===== config.mk =====
export PLATFORM = sky130hd
export DESIGN_NAME = booth_mul32
export DESIGN_NICKNAME = d
export VERILOG_FILES = /design/src/rtl/booth_mul32.sv
export SDC_FILE = /design/constraint.sdc
export NUM_CORES = 1
export LEC_CHECK = 0
export ABC_CLOCK_PERIOD_IN_PS = 7000
export CAP_MARGIN = 10
export CORE_ASPECT_RATIO = 0.5
export CORE_MARGIN = 4
export CORE_UTILIZATION = 44
export CTS_CLUSTER_SIZE = 40
export DETAILED_ROUTE_END_ITERATION = 6
export PLACE_DENSITY = 0.7
export SETUP_SLACK_MARGIN = 0.15
export SLEW_MARGIN = 20
export SYNTH_ARGS = -nofsm -noshare
export SYNTH_HDL_FRONTEND = slang
export SYNTH_SLANG_ARGS = --single-unit

===== constraint.sdc =====
create_clock -name clock -period 7 [get_ports clock]
set_input_delay 1.4 -clock clock [delete_from_list [all_inputs] [get_ports clock]]
set_output_delay 1.4 -clock clock [all_outputs]
set_load 0.02 [all_outputs]

===== src/rtl/booth_mul32.sv =====
// rtl/booth_mul32.sv - sequential signed Booth multiplier, 64-bit {HI,LO} product
//
// Purpose: multiplies two WIDTH-bit two's-complement operands, one Booth step
//          per clock, behind a start/done handshake so control can stall on MUL.
// Build option: MUL_RADIX4_EN selects radix-4 recoding (WIDTH/2 steps, +/-2M
//          path); when undefined, radix-2 recoding (WIDTH steps).
// Ports:
//   clock  in   rising-edge clock
//   clear  in   asynchronous active-high reset
//   start  in   request, sampled only in IDLE
//   RegA   in   multiplicand (signed)
//   RegB   in   multiplier (signed)
//   busy   out  high while iterating
//   done   out  one-cycle pulse when Z is valid
//   Z      out  product, Z[2W-1:W]=HI, Z[W-1:0]=LO
module booth_mul32 #(
  parameter int WIDTH = 32
) (
  input  logic               clock,
  input  logic               clear,
  input  logic               start,
  input  logic [WIDTH-1:0]   RegA,
  input  logic [WIDTH-1:0]   RegB,
  output logic               busy,
  output logic               done,
  output logic [2*WIDTH-1:0] Z
);

`ifdef MUL_RADIX4_EN
  localparam int N  = WIDTH / 2;
  localparam int SH = 2;
`else
  localparam int N  = WIDTH;
  localparam int SH = 1;
`endif
  localparam int CW = $clog2(N + 1);

  typedef enum logic [1:0] {IDLE, RUN, DONE} state_t;

  state_t              state, state_nxt;
  logic [WIDTH+1:0]    m, a, addend, sum, a_nxt;
  logic [WIDTH-1:0]    q, q_nxt;
  logic                qm1, qm1_nxt;
  logic [CW-1:0]       cnt;
  logic signed [2*WIDTH+2:0] cat, sh;

  // Booth recoding and one step of add + arithmetic shift. The accumulator
  // is two bits wider than the operand so that +/-2M and the most negative
  // operand never overflow.
  always_comb begin
    addend = '0;
`ifdef MUL_RADIX4_EN
    case ({q[1:0], qm1})
      3'b001, 3'b010: addend = m;
      3'b011:         addend = {m[WIDTH:0], 1'b0};
      3'b100:         addend = -{m[WIDTH:0], 1'b0};
      3'b101, 3'b110: addend = -m;
      default:        addend = '0;
    endcase
`else
    case ({q[0], qm1})
      2'b01:   addend = m;
      2'b10:   addend = -m;
      default: addend = '0;
    endcase
`endif
    sum = a + addend;
    cat = {sum, q, qm1};
    sh  = cat >>> SH;
    {a_nxt, q_nxt, qm1_nxt} = sh;
  end

  always_ff @(posedge clock or posedge clear) begin
    if (clear) state <= IDLE;
    else       state <= state_nxt;
  end

  always_comb begin
    state_nxt = state;
    busy      = 1'b0;
    done      = 1'b0;
    case (state)
      IDLE: if (start) state_nxt = RUN;
      RUN: begin
        busy = 1'b1;
        if (cnt == CW'(1)) state_nxt = DONE;
      end
      DONE: begin
        done      = 1'b1;
        state_nxt = IDLE;
      end
      default: state_nxt = IDLE;
    endcase
  end

  always_ff @(posedge clock or posedge clear) begin
    if (clear) begin
      m   <= '0;
      a   <= '0;
      q   <= '0;
      qm1 <= 1'b0;
      cnt <= '0;
      Z   <= '0;
    end else begin
      case (state)
        IDLE: if (start) begin
          m   <= {{2{RegA[WIDTH-1]}}, RegA};
          q   <= RegB;
          a   <= '0;
          qm1 <= 1'b0;
          cnt <= CW'(N);
        end
        RUN: begin
          a   <= a_nxt;
          q   <= q_nxt;
          qm1 <= qm1_nxt;
          cnt <= cnt - CW'(1);
          // Z is only written on the final step, never with partial products.
          if (cnt == CW'(1)) Z <= {a_nxt[WIDTH-1:0], q_nxt};
        end
        default: ;
      endcase
    end
  end

endmodule


# == Word-level counts from Yosys, hierarchy flattened ==
# Index checks and enable logic that the tools add are counted.
# classes
reduce_logical,6
mux,14
eq_ne,7
n_addsub,3
# op_table
operator,n
$pmux W34 S2,2
$pmux W32 S2,1
$add A34 B34 Y34,1
$mux W34,1
$neg A34 Y34,1
$mux W32,1
$pmux W6 S2,1
$reduce_and A2 Y1,4
$eq A6 B1 Y1 const B,1
$mux W6,1
$sub A6 B1 Y6 const B,1
$eq A2 B1 Y1 const B,2
$eq A2 B2 Y1 const B,2
$mux W2,2
$ne A2 B2 Y1 const B,2
$pmux W2 S2,1
$mux W1,3
$logic_not A2 Y1,1
$pmux W1 S2,1
$reduce_bool A2 Y1,1
# word_totals
input_bits,67
elab_cells,37
output_inout_bits,66
reg_bits,171

# == Depth between registers and ports, before layout ==
# Gate-level depths: netlist of run 1.
# logic_depth
ltp_word,4
depth_mapped,19
depth_no_buf,17

# == Least setup slack after synthesis of run 1 ==
# OpenSTA, ideal clock, no wires.
# synth_path
kind,register -> register
start,register m[0]
end,register Z[61]
path_stages_with_launch,19
t_arrival_ps,4406
n_path_buf,1
slack_ps,2469
cell_sequence,dfrtp_1 inv_1 ha_1 nor3b_1 nand3b_1 or2_2 or4_2 xor2_1 nand2_1 a21oi_1 ha_1 clkbuf_1 nand2_1 or4_1 or3_1 a31oi_1 nor3_1 xnor2_1 mux2_2
# synth_between
elab_chain_len,3
# synth_rtl
item,line,rtl
"start, declared",41,"logic [WIDTH+1:0] m, a, addend, sum, a_nxt;"
"start signal, assigned",107,"m <= {{2{RegA[WIDTH-1]}}, RegA};"
$neg A34 Y34,63,2'b10: addend = -m;
$pmux W34 S2 (*),61,"case ({q[0], qm1})"
$add A34 B34 Y34 (*),67,sum = a + addend;
"end signal, assigned",119,"if (cnt == CW'(1)) Z <= {a_nxt[WIDTH-1:0], q_nxt};"
"end, declared",26,output logic [2*WIDTH-1:0] Z
# Mark *: on every way between the ends. The rest lies on a longest branch, timed or not.
# A chain may end at the register's enable or synchronous reset.

# == Worst setup path after layout of run 1 ==
# layout_path
start,register m[0]
end,register a[27]
# layout_between
elab_chain_len,4
# layout_rtl
item,line,rtl
$neg A34 Y34,63,
$pmux W34 S2 (*),61,
$add A34 B34 Y34 (*),67,
$pmux W34 S2 (*),105,case (state)
"end signal, assigned",114,a <= a_nxt;
"end, declared",41,
# Marked as above.

==> run_results.csv, run 1 <==
group,metric,value,unit
floorplan,dieArea,0.0248,mm²
synthesis,synth_top_area_cell,"dfrtp_1",
clocking,tritoncts,"yes",
detailed_routing,drt_iter0_drc,821,
sta,maxSlewHeadroom,32.0,%
floorplan,die_w,219,µm
sta,maxSlewViolCount,0,
sta,fmax,197,MHz
layout,layout_common_cells,"nand2_1 (299), dfrtp_1 (169), clkdlybuf4s50_1 (132)",
grt,grt_max_degree,122,
detailed_routing,dr.pass1.iters,5,
worst_setup_path,cp.required,7.33,ns
sta,setup_tns,0,ns
detailed_routing,num_vias,8674,
synthesis,synth-simple-area-share,25.4,%
worst_setup_path,worstPathMaxFanout,7,
worst_setup_path,critPathBufInv,1,
detailed_routing,viasPerCell,5.59,
sta,setup_viol,0,
placement,place_ws,2.05,ns
sta,min_period,5.08,ns
worst_setup_path,critical-path-max-stage-delay,0.61,ns
layout,finalNetCount,1346,
clocking,cts_buffer_depth,2,
synthesis,synth_warnings,0,
clocking,clock-sinks,170,
grt,grt_pass1_wl,44900,µm
placement,dp.final_hpwl,19300,µm
synthesis,synth_top_family_by_area,"simple AND/OR/NAND/NOR gates",
flow_run,drv_cap,0,
sta,layout_setup_ws,1.92,ns
clocking,htreeDepth,4,
synthesis,synth_area_leaders,"dfrtp_1 (43%), nand2_1 (12%), ha_1 (4.9%)",
synthesis,synth_fp_nets,1253,
clocking,path_clk_slew,0.07,ns
clocking,root_buffer,"clkbuf_16",
grt,grt-ovfl-total,0,
synthesis,syn_area,0.00979,mm²
layout,syn2layout_area_growth,21.5,%
worst_setup_path,worstSetupPathType,"flop to flop",
synthesis,synth_compound_area_share,16.8,%
power,ir_drop,0.227,mV
sta,worst_pin_slew,1.02,ns
detailed_routing,wl,27700,µm
outcome,status,"finished, final reports clean",
grt,antenna_found_initial,2,
clocking,post-cts-setup-buffers,0,
worst_setup_path,endpoint_kind,"flop",
synthesis,syn_avg_cell_area,8.53,µm²
synthesis,synth_top_area_share,43.5,%
placement,gp_congestion,0.859,
power,power.density,489,mW/mm²
floorplan,initial_core_util,44.9,%
worst_setup_path,critPathTopFamily,"simple AND/OR/NAND/NOR gates",
clocking,cts_resized,0,
sta,rsz0062_at_grt,"no",
clocking,cts_hold_buf,0,
floorplan,floorplan.core_area,0.0218,mm²
grt,grtUsageTotal,22.7,%
layout,fill_cells,2060,
layout,final_common_cell,"nand2_1",
floorplan,boundaryPins,133,
floorplan,die_h,113,µm
hold_path,hold_class,"flop to flop",
synthesis,yosys.area_share.xor_xnor,3.85,%
worst_setup_path,crit_path_start_kind,"flop",
sta,fin_crit_sh,72.5,%
worst_setup_path,crit_slowest_cell,"or4_1",
detailed_routing,drc,0,
detailed_routing,antenna_left,0,
synthesis,synth-adder-area-share,5.06,%
synthesis,postSynthCellCount,1147,
detailed_routing,wl_per_cell,17.8,µm
synthesis,ys_ff_latch,170,
power,p_leak,5.49,nW
clocking,insertion_delay,0.44,ns
sta,finalHoldViolCount,0,
synthesis,synth_edf_count,0,
sta,skew,0.0102,ns
floorplan,rows,38,
clocking,cts_buffers,17,
sta,finalHoldWorstSlack,0.475,ns
layout,antenna_cells,0,
synthesis,synth-main-ff-cell,"dfrtp_1",
grt,grt_pass1_vias,8321,
synthesis,async_flop_share,100,%
synthesis,yosysSeqAreaShare,43.5,%
synthesis,yosysUniqueCellTypes,64,
placement,portBuffers,132,
worst_setup_path,cp.arrival,5.41,ns
layout,drive_gt1_share,5.92,%
synthesis,muxShareOfSynthArea,1.93,%
worst_setup_path,crit_chain,"inv_1 -> ha_1 -> nor3b_1 -> nand3b_1 -> or2_2 -> or4_2 -> xor2_1 -> nand2_1 -> a21oi_1 -> ha_1 -> nand2_1 -> or4_1 -> a211o_1 -> a21oi_1 -> o21ai_0 -> a32o_1",
==> layer usage <==
| layer | share of wire [%] | GRT usage [%] | up-vias | wire length (µm) |
|---|---|---|---|---|
| met1 | 50 | 33.6 | 4196 | 13700 |
| met3 | 5.9 | 4.76 | 23 | 1630 |
| met2 | 43 | 34.1 | 239 | 12000 |
| met5 | 0.098 | 0 | - | 27 |
| met4 | 0.99 | 5.47 | 4 | 273 |
| li1 | - | - | 4212 | - |
==> through the flow <==
step | std cells | util (%) | total power [mW] | cell area (µm²)
2_1_floorplan | 1147 | - | 3.89 | 9790
3_3_place_gp | 1521 | 52.0 | 4.80 | 11300
3_5_place_dp | 1521 | 52.0 | 4.86 | 11300
4_1_cts | 1551 | 54.6 | 5.81 | 11900
5_1_grt | 1551 | 54.6 | 6.27 | 11900
6_report | 1551 | 54.6 | 5.81 | 11900
==> Yosys cell counts (all sizes together), types with 3 or more instances <==
cell / instances
nand3: 25
a22o: 25
o31ai: 3
or4: 10
nand3b: 7
nor4: 10
o211ai: 3
dfrtp: 170
nand4b: 4
and3b: 31
or3: 7
o41ai: 3
mux2: 15
nor2b: 5
nor2: 65
o21ai: 56
and3: 5
nor3: 25
nand2b: 5
a211o: 3
or2: 3
inv: 17
o21bai: 5
a21o: 16
a31oi: 7
nand2: 300
buf: 3
nand4: 16
xor2: 20
a211oi: 4
o221ai: 3
and2: 5
a22oi: 18
o22ai: 3
clkbuf: 68
a21oi: 90
ha: 38
o21a: 3
xnor2: 23
==> state kept, by name, summed over array words and instances, names as in the netlist <==
register / flops
qm1: 1
Z: 64
m: 32
cnt: 6
a: 33
state: 2
q: 32
==> kinds of logic after synthesis <==
logic type,count (synthesis)
AO/OA/AOI/OAI,260
XOR/XNOR,43
adder cells (fa/ha/maj),39
buffers and inverters,89
flip-flops,170
multiplexers,17
AND/OR/NAND/NOR,529
==> worst min-delay path, cell delays in order, from the launching register on <==
cell and delay [ns]:
dfrtp_1 0.34, nand2_1 0.05, nand2_1 0.05
==> final timing paths <==
kind | start | to | slack (ns) | cells past startpoint
max | m[0]$_DFFE_PP0P_ | a[27]$_DFFE_PP0P_ | 1.92 | 16
min | Z[16]$_DFFE_PP0P_ | Z[16]$_DFFE_PP0P_ | 0.47 | 2
max reg2reg | m[0]$_DFFE_PP0P_ | a[27]$_DFFE_PP0P_ | 1.92 | 16
min reg2reg | Z[16]$_DFFE_PP0P_ | Z[16]$_DFFE_PP0P_ | 0.47 | 2
max in group asynchronous | clear | m[18]$_DFFE_PP0P_ | 4.26 | 3
min in group asynchronous | clear | Z[1]$_DFFE_PP0P_ | 1.55 | 2
==> power by group <==
part           switching [mW]  leakage (nW)  internal [mW]
logic                    1.80          3.08           1.28
registers               0.371          2.14           1.44
clock network           0.396         0.267          0.523
==> area by class of cell <==
class                           instances  area [µm²]  share of cell area, %
Tap cell                              300         375                   3.16
Multi-Input combinational cell        888        5200                   43.8
Clock inverter                         10         120                   1.01
Inverter                               18        75.1                  0.632
Clock buffer                           20         437                   3.67
Timing Repair Buffer                  145        1420                   11.9
Sequential cell                       170        4260                   35.8
Power figures use the tool's default switching activity.
==> run 2, diff against run 1 <==
--- a/config.mk
+++ b/config.mk
@@ -5,7 +5,7 @@
 export SDC_FILE = /design/constraint.sdc
 export NUM_CORES = 1
 export LEC_CHECK = 0
-export ABC_CLOCK_PERIOD_IN_PS = 7000
+export ABC_CLOCK_PERIOD_IN_PS = 5000
 export CAP_MARGIN = 10
 export CORE_ASPECT_RATIO = 0.5
 export CORE_MARGIN = 4
==> constraint.sdc (replaced) <==
create_clock -name clock -period 5 [get_ports clock]
set_input_delay 1 -clock clock [delete_from_list [all_inputs] [get_ports clock]]
set_output_delay 1 -clock clock [all_outputs]
set_load 0.02 [all_outputs]
==> run 2 against run 1 <==
Routed wire length increased by 0.83%. Cell area is 0.99% higher. Register-to-register slack worse by 1.6 ns. Combinational power up 42%. Sequential power rose by 40%. Largest power group unchanged. Count of clock-buffer cells in the layout up 1. Worst hold slack about the same. Critical path type unchanged.
==> run_results.csv, run 2 (synthesized netlist as in run 1, its figures left out) <==
group,metric,value,unit
power,power.density,684,mW/mm²
worst_setup_path,cp.required,5.32,ns
layout,fill_cells,2040,
hold_path,min_from,"Z[35]$_DFFE_PP0P_",
placement,gp_congestion,0.958,
worst_setup_path,crit_path_start_kind,"flop",
floorplan,initial_core_util,44.9,%
worst_setup_path,worstSetupPathType,"flop to flop",
floorplan,dieArea,0.0248,mm²
worst_setup_path,rr_worst_depth,14,
worst_setup_path,regToRegEndpoint,"Z[61]$_DFFE_PP0P_",
sta,setup_tns,0,ns
clocking,root_buffer,"clkbuf_16",
worst_setup_path,endpoint_kind,"flop",
layout,finalNetCount,1354,
grt,antenna_found_initial,0,
floorplan,boundaryPins,133,
sta,skew,0.0113,ns
sta,min_period,4.71,ns
detailed_routing,viasPerCell,5.68,
placement,portBuffers,132,
worst_setup_path,critPathLaunch,"m[14]$_DFFE_PP0P_",
clocking,cts_buffer_depth,2,
detailed_routing,drt_iter0_drc,1107,
layout,layout_common_cells,"nand2_1 (299), dfrtp_1 (169), clkdlybuf4s50_1 (132)",
detailed_routing,antenna_left,0,
clocking,tritoncts,"yes",
layout,final_common_cell,"nand2_1",
detailed_routing,wl,27900,µm
layout,largest_reg_flops,64,
layout,top_register,"Z",
detailed_routing,drc,0,
power,switchingPower,3.66,mW
clocking,htreeDepth,4,
worst_setup_path,r2r_slack,0.29,ns
sta,layout_setup_ws,0.288,ns
power,power_frac_seq,30.8,%
sta,maxSlewHeadroom,37.2,%
worst_setup_path,cp.arrival,5.03,ns
power,ir_drop,0.281,mV
power,p_leak,5.53,nW
worst_setup_path,reg2reg_from,"m[14]$_DFFE_PP0P_",
hold_path,hold_class,"flop to flop",
power,swShare,44.5,%
layout,reg_top3,"Z: 64 flops, a: 33 flops",
sta,worst_pin_slew,0.942,ns
detailed_routing,dr.pass1.iters,5,
sta,rsz0062_at_grt,"yes",
placement,dp.final_hpwl,19400,µm
grt,grt_max_degree,75,
outcome,status,"finished, final reports clean",
power,p_comb_share,53.2,%
layout,syn2layout_area_growth,22.7,%
sta,setup_viol,0,
detailed_routing,num_vias,8863,
clocking,cts_buffers,17,
floorplan,rows,38,
worst_setup_path,timing.critical_path.to,"Z[61]$_DFFE_PP0P_",
grt,grt_pass1_vias,8585,
floorplan,die_w,219,µm
grt,grt_pass1_wl,45500,µm
power,p_int,4.55,mW
placement,place_ws,0.273,ns
sta,fin_crit_sh,94.2,%
detailed_routing,wl_per_cell,17.9,µm
flow_run,drv_cap,0,
sta,finalHoldViolCount,0,
worst_setup_path,worstPathMaxFanout,6,
sta,fmax,212,MHz
sta,maxSlewViolCount,0,
clocking,clock-sinks,170,
floorplan,die_h,113,µm
grt,grtUsageTotal,22.7,%
clocking,insertion_delay,0.44,ns
layout,antenna_cells,0,
layout,drive_gt1_share,7.14,%
grt,grt-ovfl-total,0,
floorplan,floorplan.core_area,0.0218,mm²
clocking,path_clk_slew,0.07,ns
power,pwr-share-clk,16.0,%
run 2: cell count changes in the layout (fill, tap and decap cells not counted), sizes merged:
cell      previous run  this run
buf                 13        21
bufinv               2         1
inv                 19        20
clkinvlp             2         6
clkbuf              20        21
clkinv               5         2
run 2: area by class of cell:
type	instances	area [µm²]	share of cell area, %
inverter	18	71.3	0.594
timing repair buffer	153	1500	12.5
sequential	170	4260	35.4
clock inverter	11	111	0.928
multi-input combinational	888	5230	43.5
tap	300	375	3.13
clock buffer	21	460	3.84
run 2: power groups by stage:
stage	Sequential, mW	Clock [mW]	Combinational, mW
after global routing	2.61	1.40	4.81
after detailed placement	2.54	0	4.31
final	2.53	1.31	4.37
after global placement	2.51	0	4.21
after CTS	2.52	1.34	4.33
after floorplan	2.65	0	2.79
run 2: how the worst min path moves through the flow:
stage                          to  cells past startpoint
6_report        Z[35]$_DFFE_PP0P_                      2
5_1_grt         Z[11]$_DFFE_PP0P_                      2
4_1_cts         Z[11]$_DFFE_PP0P_                      2
3_5_place_dp    Z[11]$_DFFE_PP0P_                      2
3_3_place_gp    Z[14]$_DFFE_PP0P_                      2
2_1_floorplan  cnt[4]$_DFFE_PP0P_                      1
run 2: layer usage:
layer / GRT usage, % / share of wire (%) / vias to the layer above
met5: 0 / 0 / -
met4: 6.06 / 1.4 / 0
met3: 4.02 / 6.3 / 35
met2: 33.8 / 43 / 326
met1: 34.4 / 49 / 4275
li1: - / - / 4227
run 2: metrics by stage:
stage                     std cells  area, µm²  hold WS, ns  utilization [%]  power (mW)
after floorplan                1147       9790        0.447                -        5.44
after global placement         1529      11400        0.459             52.4        6.72
after detailed placement       1529      11400        0.462             52.4        6.85
after CTS                      1561      12000        0.479             55.0        8.19
after global routing           1561      12000        0.498             55.1        8.82
final                          1561      12000        0.475             55.1        8.21
run 2: critical path: stages (launching register included):
cell and delay (ns):
dfrtp_1 0.44, or4_4 0.58, or4_4 0.48, or4_4 0.56, xor2_1 0.16, a22oi_1 0.15, nor2_1 0.07, ha_2 0.40
nand2_1 0.13, or4_4 0.58, or3_1 0.38, a31oi_1 0.16, nor3_1 0.09, xnor2_1 0.15, mux2_2 0.27
run 2: timing repair:
action | in CTS | in global routing
hold buffers | 0 | 0
setup endpoints to repair | 0 | 15
gates resized for setup | 0 | 5
buffers inserted | 0 | 0
endpoints found under the hold margin | 0 | 0
==> run 3, diff against run 2 <==
--- a/config.mk
+++ b/config.mk
@@ -9,10 +9,10 @@
 export CAP_MARGIN = 10
 export CORE_ASPECT_RATIO = 0.5
 export CORE_MARGIN = 4
-export CORE_UTILIZATION = 44
+export CORE_UTILIZATION = 50
 export CTS_CLUSTER_SIZE = 40
 export DETAILED_ROUTE_END_ITERATION = 6
-export PLACE_DENSITY = 0.7
+export PLACE_DENSITY = 0.78
 export SETUP_SLACK_MARGIN = 0.15
 export SLEW_MARGIN = 20
 export SYNTH_ARGS = -nofsm -noshare
==> run 3 against run 2 <==
Critical path depth unchanged. Via count down 0.47%. Clock power up 5%. Worst setup slack better by 0.041 ns. Sequential power about the same. Combinational power about the same. Global-route usage up 2.4 points. Register-to-register slack better by 0.04 ns.
==> run_results.csv, run 3 (synthesized netlist as in run 1, its figures left out) <==
group,metric,value,unit
sta,fin_crit_sh,93.4,%
hold_path,hold_class,"flop to flop",
sta,rsz0062_at_grt,"yes",
detailed_routing,num_vias,8821,
clocking,root_buffer,"clkbuf_16",
worst_setup_path,cp.arrival,5.00,ns
sta,finalHoldWorstSlack,0.475,ns
detailed_routing,drc,0,
detailed_routing,viasPerCell,5.80,
sta,setup_viol,0,
power,power.density,694,mW/mm²
detailed_routing,wl,27200,µm
grt,grt_pass1_wl,44600,µm
sta,maxSlewViolCount,0,
sta,skew,0.0129,ns
sta,maxSlewHeadroom,30.8,%
clocking,clock-sinks,170,
detailed_routing,drt_iter0_drc,863,
layout,fill_cells,1580,
worst_setup_path,regToRegEndpoint,"Z[61]$_DFFE_PP0P_",
worst_setup_path,worstSetupPathType,"flop to flop",
worst_setup_path,crit_path_start_kind,"flop",
layout,regArea,0.00426,mm²
worst_setup_path,critPathLaunch,"m[14]$_DFFE_PP0P_",
sta,finalHoldViolCount,0,
detailed_routing,dr.pass1.iters,5,
layout,top_register,"Z",
placement,gp_congestion,0.934,
layout,drive_gt1_share,7.53,%
sta,fmax,214,MHz
layout,multi_input_area,0.00524,mm²
layout,layout_common_cells,"nand2_1 (299), dfrtp_1 (169), clkdlybuf4s50_1 (132)",
worst_setup_path,endpoint_kind,"flop",
clocking,cts_buffers,17,
layout,finalNetCount,1354,
layout,reg_top3,"Z: 64 flops, a: 33 flops",
clocking,cts_hold_buf,0,
placement,dp.final_hpwl,18900,µm
floorplan,floorplan.core_area,0.0188,mm²
clocking,insertion_delay,0.44,ns
worst_setup_path,reg2reg_from,"m[14]$_DFFE_PP0P_",
sta,worst_pin_slew,1.03,ns
power,ir_drop,0.271,mV
floorplan,die_h,107,µm
layout,final_common_cell,"nand2_1",
layout,antenna_cells,0,
detailed_routing,antenna_left,0,
outcome,status,"finished, final reports clean",
clocking,htreeDepth,4,
detailed_routing,wl_per_cell,17.9,µm
grt,grt_max_degree,171,
clocking,tritoncts,"yes",
worst_setup_path,rr_worst_depth,14,
floorplan,die_w,206,µm
placement,portBuffers,132,
worst_setup_path,timing.critical_path.to,"Z[61]$_DFFE_PP0P_",
worst_setup_path,cp.required,5.33,ns
grt,grt-ovfl-total,0,
floorplan,rows,35,
grt,antenna_found_initial,0,
floorplan,dieArea,0.0220,mm²
worst_setup_path,worstPathMaxFanout,6,
layout,largest_reg_flops,64,
clocking,path_clk_slew,0.08,ns
worst_setup_path,r2r_slack,0.33,ns
layout,syn2layout_area_growth,22.5,%
grt,grtUsageTotal,25.1,%
grt,grt_pass1_vias,8429,
power,p_leak,5.56,nW
floorplan,boundaryPins,133,
hold_path,hold_path_depth,2,
floorplan,initial_core_util,52.1,%
clocking,cts_buffer_depth,2,
flow_run,drv_cap,0,
sta,setup_tns,0,ns
sta,min_period,4.67,ns
-- run 3: changes by cell type in the layout (fill, tap and decap cells not counted), moves of 2 or more --
cell	previous run	this run
clkinvlp_4	6	2
inv_8	0	4
ha_2	1	4
clkinv_2	0	3
clkbuf_1	2	0
clkbuf_8	2	0
ha_1	37	33
-- run 3: power by group --
group / leakage (nW) / internal, mW / switching (mW)
combinational: 3.12 / 1.85 / 2.55
sequential: 2.14 / 2.01 / 0.531
clock: 0.299 / 0.757 / 0.625
total: 5.56 / 4.61 / 3.71
-- run 3: how the worst min path moves through the flow --
| stage | startpoint | endpoint | slack, ns |
|---|---|---|---|
| floorplan | cnt[4]$_DFFE_PP0P_ | cnt[4]$_DFFE_PP0P_ | 0.45 |
| global placement | Z[14]$_DFFE_PP0P_ | Z[14]$_DFFE_PP0P_ | 0.46 |
| detailed placement | Z[37]$_DFFE_PP0P_ | Z[37]$_DFFE_PP0P_ | 0.46 |
| CTS | Z[37]$_DFFE_PP0P_ | Z[37]$_DFFE_PP0P_ | 0.48 |
| global route | Z[37]$_DFFE_PP0P_ | Z[37]$_DFFE_PP0P_ | 0.49 |
| finish | Z[22]$_DFFE_PP0P_ | Z[22]$_DFFE_PP0P_ | 0.48 |
-- run 3: final cells by class --
cell class	count	share of cell area (%)
multi-input cells	888	43.7
repair buffers	153	12.4
flip-flops and latches	170	35.5
inverters	18	0.595
well taps	259	2.70
clock inverters	15	1.49
clock buffers	17	3.55
-- run 3: what timing repair did --
action | in CTS | in global routing
setup endpoints to repair | 0 | 15
setup buffers | 0 | 0
gates resized for setup | 0 | 9
hold endpoints to repair | 0 | 0
-- run 3: metal layers --
layer  vias to the layer above  global-route usage, %  part of all wire (%)
li1                       4221                      -                     -
met1                      4250                   38.3                    49
met2                       327                   37.1                    43
met3                        23                   5.29                   7.7
met4                         0                   5.27                  0.97
met5                         -                      0                     0
-- run 3: per-stage QoR --
stage               setup slack, ns  power, mW  instance area (µm²)  instances  utilization (%)
finish                        0.329       8.32                12000       1520             63.8
global route                  0.119       8.94                12000       1520             63.8
global placement              0.312       6.71                11300       1488             60.4
floorplan                     0.469       5.44                 9790       1147                -
CTS                           0.185       8.26                12000       1520             63.6
detailed placement            0.189       6.85                11300       1488             60.4
-- run 3: critical path, stage by stage, from the launching register on --
cell     delay, ns
dfrtp_1       0.44
or4_4         0.57
or4_4         0.46
or4_4         0.57
xor2_1        0.16
a22oi_1       0.16
nor2_1        0.11
ha_4          0.33
nand2_1       0.11
or4_4         0.58
or3_1         0.38
a31oi_1       0.16
nor3_1        0.09
xnor2_1       0.17
mux2_2        0.28
==> edit 1, RTL diff (settings of run 2) <==
Change the parameter `WIDTH` from 32 to 64.
--- a/src/rtl/booth_mul32.sv
+++ b/src/rtl/booth_mul32.sv
@@ -16,3 +16,3 @@
 module booth_mul32 #(
-  parameter int WIDTH = 32
+  parameter int WIDTH = 64
 ) (
Interface: changed (resized RegA, RegB and Z); port bits go from 133 to 261. No check against the original RTL was run, so the function may have changed too.
==> edit 1 against run 2 <==
The run now ends with setup timing left. Synthesized area is 97% higher. Core utilization is 7.1 points higher. Clock power is 95% higher. Worst setup slack got worse by 0.93 ns. Design area is 120% higher. Routed wire length is 120% higher. Power up 140%. Sequential cell count increased by 161. Largest cell class unchanged. Highest routed layer is now met5.
==> edit 1: results (changes against run 2) <==
\begin{tabular}{lr}
\hline
Metric & Value \\
\hline
\multicolumn{2}{l}{\textbf{CTS}} \\
Cts bufs inserted & 31 (was 17) \\
Largest buffer count on any clock path & 3 (was 2) \\
CTS H-Tree Depth & 1 (was 4) \\
Skew-Pair Late Insertion Delay & 0.61 ns (was 0.44 ns) \\
\multicolumn{2}{l}{\textbf{Timing}} \\
Worst-Margin Slew & 1.08 ns (was 0.942 ns) \\
Worst Setup Slack, final & -0.641 ns (was 0.288 ns) \\
Final setup violation count & 79 (was 0) \\
Final total negative setup slack & -33.75 ns (was 0 ns) \\
Worst clock skew & 0.0215 ns (was 0.0113 ns) \\
\multicolumn{2}{l}{\textbf{Global route}} \\
Antenna violations before repair & 4 (was 0) \\
Pin count of the biggest net entering global routing & 89 (was 75) \\
Combined global-route utilization of all metal layers & 0.258 (was 0.227) \\
\multicolumn{2}{l}{\textbf{Power}} \\
Logic gate share of total power & 0.622 (was 0.532) \\
Leakage power figure & 0.0124 uW (was 0.00553 uW) \\
Worst VDD drop & 0.340 mV (was 0.281 mV) \\
P per Cell Area & 740 nW/um\^{}2 (was 684 nW/um\^{}2) \\
\multicolumn{2}{l}{\textbf{Cells and area}} \\
Clock tree buffer count of the final layout & 40 (was 21) \\
Area occupied by registers & 8290 sq um (was 4260 sq um) \\
Comb\_multi\_in & 1,803 (was 888) \\
Fraction of final layout cells with drive strength greater than 1 & 0.192 (was 0.0714) \\
Filler cell count & 3,636 (was 2,040) \\
Signal buf overhead & 0.196 (was 0.125) \\
Nonclk inv count & 36 (was 18) \\
Number of nets in the final layout & 2,989 (was 1,354) \\
Registers with the most flip-flops & Z x128, a x65 (was Z x64, a x33) \\
\multicolumn{2}{l}{\textbf{Synthesis}} \\
Fraction of the yosys area taken by sequential cells & 0.430 (was 0.435) \\
Average instance area after synthesis & 8.31 sq um (was 8.53 sq um) \\
Leading cell types by total area after synthesis & sky130\_fd\_sc\_hd\_\_dfrtp\_1, sky130\_fd\_sc\_hd\_\_nand2\_1, sky130\_fd\_sc\_hd\_\_a21oi\_1 (was sky130\_fd\_sc\_hd\_\_dfrtp\_1, sky130\_fd\_sc\_hd\_\_nand2\_1, sky130\_fd\_sc\_hd\_\_ha\_1) \\
\multicolumn{2}{l}{\textbf{Run status}} \\
Status & complete, but fails checks (was finished clean) \\
Violated checks & setup timing \\
\multicolumn{2}{l}{\textbf{Detailed routing}} \\
Detailed-route via count & 19,055 (was 8,863) \\
\multicolumn{2}{l}{\textbf{Setup path}} \\
Critical Path Max Stage Delay & 0.40 ns (was 0.58 ns) \\
Largest driver fanout on the critical path & 4 (was 6) \\
Worst-path cell with the longest stage delay & sky130\_fd\_sc\_hd\_\_o211ai\_1 (was sky130\_fd\_sc\_hd\_\_or4\_4) \\
\multicolumn{2}{l}{\textbf{Placed design}} \\
Number of buffer cells added on primary ports & 260 (was 132) \\
Worst slack after detailed placement & -1.19 ns (was 0.273 ns) \\
Number of cells in the design after placement & 3,299 (was 1,529) \\
Half-perimeter wire length after placement & 44,000 um (was 19,400 um) \\
\hline
\end{tabular}
edit 1: cell types whose count changed in the layout (fill, tap and decap cells not counted), moves of 41 or more:
cell / run 2 / this run
sky130_fd_sc_hd__o21ai_0: 56 / 139
sky130_fd_sc_hd__a21oi_1: 89 / 181
sky130_fd_sc_hd__buf_4: 19 / 299
sky130_fd_sc_hd__nand2_1: 299 / 613
sky130_fd_sc_hd__clkdlybuf4s50_1: 132 / 259
sky130_fd_sc_hd__dfrtp_1: 169 / 329
sky130_fd_sc_hd__nor2b_1: 5 / 46
edit 1: cell families after synthesis:
family | synth area share
flip-flops | 0.430
XOR/XNOR | 0.0259
AND/OR/NAND/NOR | 0.237
buffers and inverters | 0.0356
AO/OA/AOI/OAI | 0.210
adder cells (fa/ha/maj) | 0.0466
multiplexers | 0.0144
edit 1: metal layers:
metal  global-route usage  share of wire
met4               0.0704          0.030
met2                0.433           0.47
met3               0.0391          0.055
met1                0.351           0.44
met5                    0        0.00065
edit 1: repair_timing:
action	4_1_cts	5_1_grt
endpoints found under the setup margin	83	89
buffers inserted	19	12
hold buffers	0	0
resized for setup	90	58
pin swaps	43	37
endpoints found under the hold margin	0	0
edit 1: worst paths after layout:
| check | cells past startpoint | slack [ns] | endpoint | start |
|---|---|---|---|---|
| worst max-delay path | 24 | -0.64 | Z[127] | m[1] |
| worst min-delay path | 2 | 0.47 | Z[50] | Z[50] |
| worst max register to register | 24 | -0.64 | Z[127] | m[1] |
| worst min register to register | 2 | 0.47 | Z[50] | Z[50] |
| max in group asynchronous | 3 | 3.17 | q[38] | clear |
| min in group asynchronous | 2 | 0.80 | Z[3] | clear |
==> edit 2, RTL diff (config.mk and constraints of run 2) <==
Without the edit above. Register the output `Z` once more, cleared by the reset; this adds one clock of latency there. The other outputs are not delayed to match. Comments in the files are not updated.
--- a/src/rtl/booth_mul32.sv
+++ b/src/rtl/booth_mul32.sv
@@ -38,2 +38,4 @@
   typedef enum logic [1:0] {IDLE, RUN, DONE} state_t;
+
+  logic [2*WIDTH-1:0] Z_s0;
 
@@ -102,3 +104,3 @@
       cnt <= '0;
-      Z   <= '0;
+      Z_s0 <= '0;
     end else begin
@@ -118,3 +120,3 @@
           // Z is only written on the final step, never with partial products.
-          if (cnt == CW'(1)) Z <= {a_nxt[WIDTH-1:0], q_nxt};
+          if (cnt == CW'(1)) Z_s0 <= {a_nxt[WIDTH-1:0], q_nxt};
         end
@@ -125,2 +127,10 @@
 
+  always_ff @(posedge clock or posedge clear) begin
+    if (clear) begin
+      Z <= '0;
+    end else begin
+      Z <= Z_s0;
+    end
+  end
+
 endmodule
Function: same outputs for any inputs over 10 cycles, from zero or initial values; that may be too few to reach the edited logic, so the function may still have changed.
==> edit 2 against run 2 <==
Sequential power grew 31%. Power rose by 16%. Routed wire length increased by 1.7%. Clock power increased by 31%. Worst setup slack improved by 0.084 ns. Sequential cell count is 64 higher. Design area grew 14%. Synthesized area up 13%. Via count up 1.4%. Largest cell class is now sequential cells. Largest power group unchanged.
==> edit 2: results (changes against run 2) <==
\begin{tabular}{lr}
\hline
Metric & Value \\
\hline
\multicolumn{2}{l}{\textbf{Setup path}} \\
Beginning of the worst register-to-register path & m[0] (was m[14]) \\
Arrival time worst endpoint & 5.09 ns (was 5.03 ns) \\
Reg-to-reg critical path endpoint & Z\_s0[61] (was Z[61]) \\
Worst Reg2Reg Path Length in Cells & 15 (was 14) \\
Largest driver fanout on the critical path & 5 (was 6) \\
\multicolumn{2}{l}{\textbf{Synthesis}} \\
Mux contribution to synthesized area & 0.00895 (was 0.0193) \\
Arithmetic-cell share of the synthesized area counting full adders, half adders and majority gates & 0.0448 (was 0.0506) \\
Post-synthesis cell count & 1,188 (was 1,147) \\
Synth Net Count & 1,294 (was 1,253) \\
Leading cell types by total area after synthesis & sky130\_fd\_sc\_hd\_\_dfrtp\_1, sky130\_fd\_sc\_hd\_\_nand2\_1, sky130\_fd\_sc\_hd\_\_a21oi\_1 (was sky130\_fd\_sc\_hd\_\_dfrtp\_1, sky130\_fd\_sc\_hd\_\_nand2\_1, sky130\_fd\_sc\_hd\_\_ha\_1) \\
Area fraction in compound gates after synthesis & 0.142 (was 0.168) \\
\multicolumn{2}{l}{\textbf{Cells and area}} \\
Filler cell count & 2,171 (was 2,040) \\
Registers with the most flip-flops & Z x64, Z\_s0 x64, a x33 (was Z x64, a x33) \\
Fraction of final layout cells with drive strength greater than 1 & 0.0837 (was 0.0714) \\
Non-filler instance count after layout & 1,662 (was 1,561) \\
\multicolumn{2}{l}{\textbf{Timing}} \\
Relative max-transition margin & 0.435 (was 0.372) \\
Worst hold margin & 0.371 ns (was 0.475 ns) \\
\multicolumn{2}{l}{\textbf{Power}} \\
Leakage power figure & 0.00657 uW (was 0.00553 uW) \\
Worst VDD drop & 0.347 mV (was 0.281 mV) \\
\multicolumn{2}{l}{\textbf{Detailed routing}} \\
Initial drt markers & 971 (was 1,107) \\
Detailed-route via count & 8,990 (was 8,863) \\
\multicolumn{2}{l}{\textbf{CTS}} \\
Skew-Pair Late Insertion Delay & 0.53 ns (was 0.44 ns) \\
Cts bufs inserted & 23 (was 17) \\
CTS H-Tree Depth & 1 (was 4) \\
\multicolumn{2}{l}{\textbf{Worst hold path}} \\
Worst hold path stage count & 0 (was 2) \\
Hold Crit Endpoint & Z[17] (was Z[35]) \\
\multicolumn{2}{l}{\textbf{Global route}} \\
First-pass GRT wire length & 47,000 um (was 45,500 um) \\
Via count of the first global-routing pass & 8,926 (was 8,585) \\
Antenna violations before repair & 0 (unchanged) \\
Combined global-route utilization of all metal layers & 0.206 (was 0.227) \\
Pin count of the biggest net entering global routing & 149 (was 75) \\
\multicolumn{2}{l}{\textbf{Run status}} \\
Status & finished clean (unchanged) \\
\multicolumn{2}{l}{\textbf{Placed design}} \\
Half-perimeter wire length after placement & 18,900 um (was 19,400 um) \\
Number of cells in the design after placement & 1,615 (was 1,529) \\
\hline
\end{tabular}
edit 2: how the worst max path moves through the flow:
stage	start	endpoint	slack, ns	cells after the start
after floorplan	m[0]	Z_s0[62]	0.74	18
after global placement	m[0]	Z_s0[62]	0.36	17
after detailed placement	m[0]	Z_s0[62]	0.25	17
after CTS	m[0]	Z_s0[62]	0.22	17
after global routing	m[0]	Z_s0[62]	0.14	22
final	m[0]	Z_s0[61]	0.37	15
edit 2: cells by family (layout without fill, tap and decap cells):
logic type                 count (synthesis)  count (layout)
xor gates and xnor gates                  29              29
DFF                                      234             234
muxes                                      9               9
and+or+nand+nor                          540             540
adders and majority gates                 39              39
buffers and inverters                     79             217
AOI/OAI and AO/OA                        258             258
edit 2: metal layers:
metal,share of wire,track usage
met5,0,0
met4,0.017,0.0425
met3,0.065,0.0517
met2,0.44,0.310
met1,0.48,0.303
edit 2: report_power, final:
group / internal (uW) / total (uW) / switching (uW)
sequential: 2730 / 3320 / 582
clock: 970 / 1720 / 746
combinational: 1900 / 4510 / 2610
total: 5610 / 9550 / 3940
edit 2: worst max-delay path: stages, from the launching register on:
cell                       delay [ns]
sky130_fd_sc_hd__dfrtp_1         0.40
sky130_fd_sc_hd__inv_1           0.11
sky130_fd_sc_hd__ha_2            0.21
sky130_fd_sc_hd__or3b_4          0.39
sky130_fd_sc_hd__or3_4           0.38
sky130_fd_sc_hd__nor4_4          0.38
sky130_fd_sc_hd__and3_4          0.24
sky130_fd_sc_hd__nor3b_4         0.22
sky130_fd_sc_hd__nand2_2         0.09
sky130_fd_sc_hd__or3_4           0.34
sky130_fd_sc_hd__or2_0           0.25
sky130_fd_sc_hd__a311oi_4        0.37
sky130_fd_sc_hd__ha_4            0.27
sky130_fd_sc_hd__buf_4           0.14
sky130_fd_sc_hd__or4b_2          0.67
sky130_fd_sc_hd__nand3_1         0.09
edit 2: metrics by stage:
step	total power [uW]	instance area, sq um
after global routing	10300	13700
after CTS	9400	13500
after global placement	7500	12700
after floorplan	6190	11100
after detailed placement	7630	12700
final	9550	13700
edit 2: what timing repair did:
item                       CTS  global route
setup buffers                0             6
resized for setup            0            31
setup endpoints to repair    0            25
edit 2: layout make-up:
cell class / instances / share of cell area
inverter: 17 / 0.00494
sequential: 234 / 0.428
clock buffer: 34 / 0.0481
clock inverter: 7 / 0.00586
multi-input combinational: 875 / 0.370
tap: 336 / 0.0308
timing repair buffer: 159 / 0.112
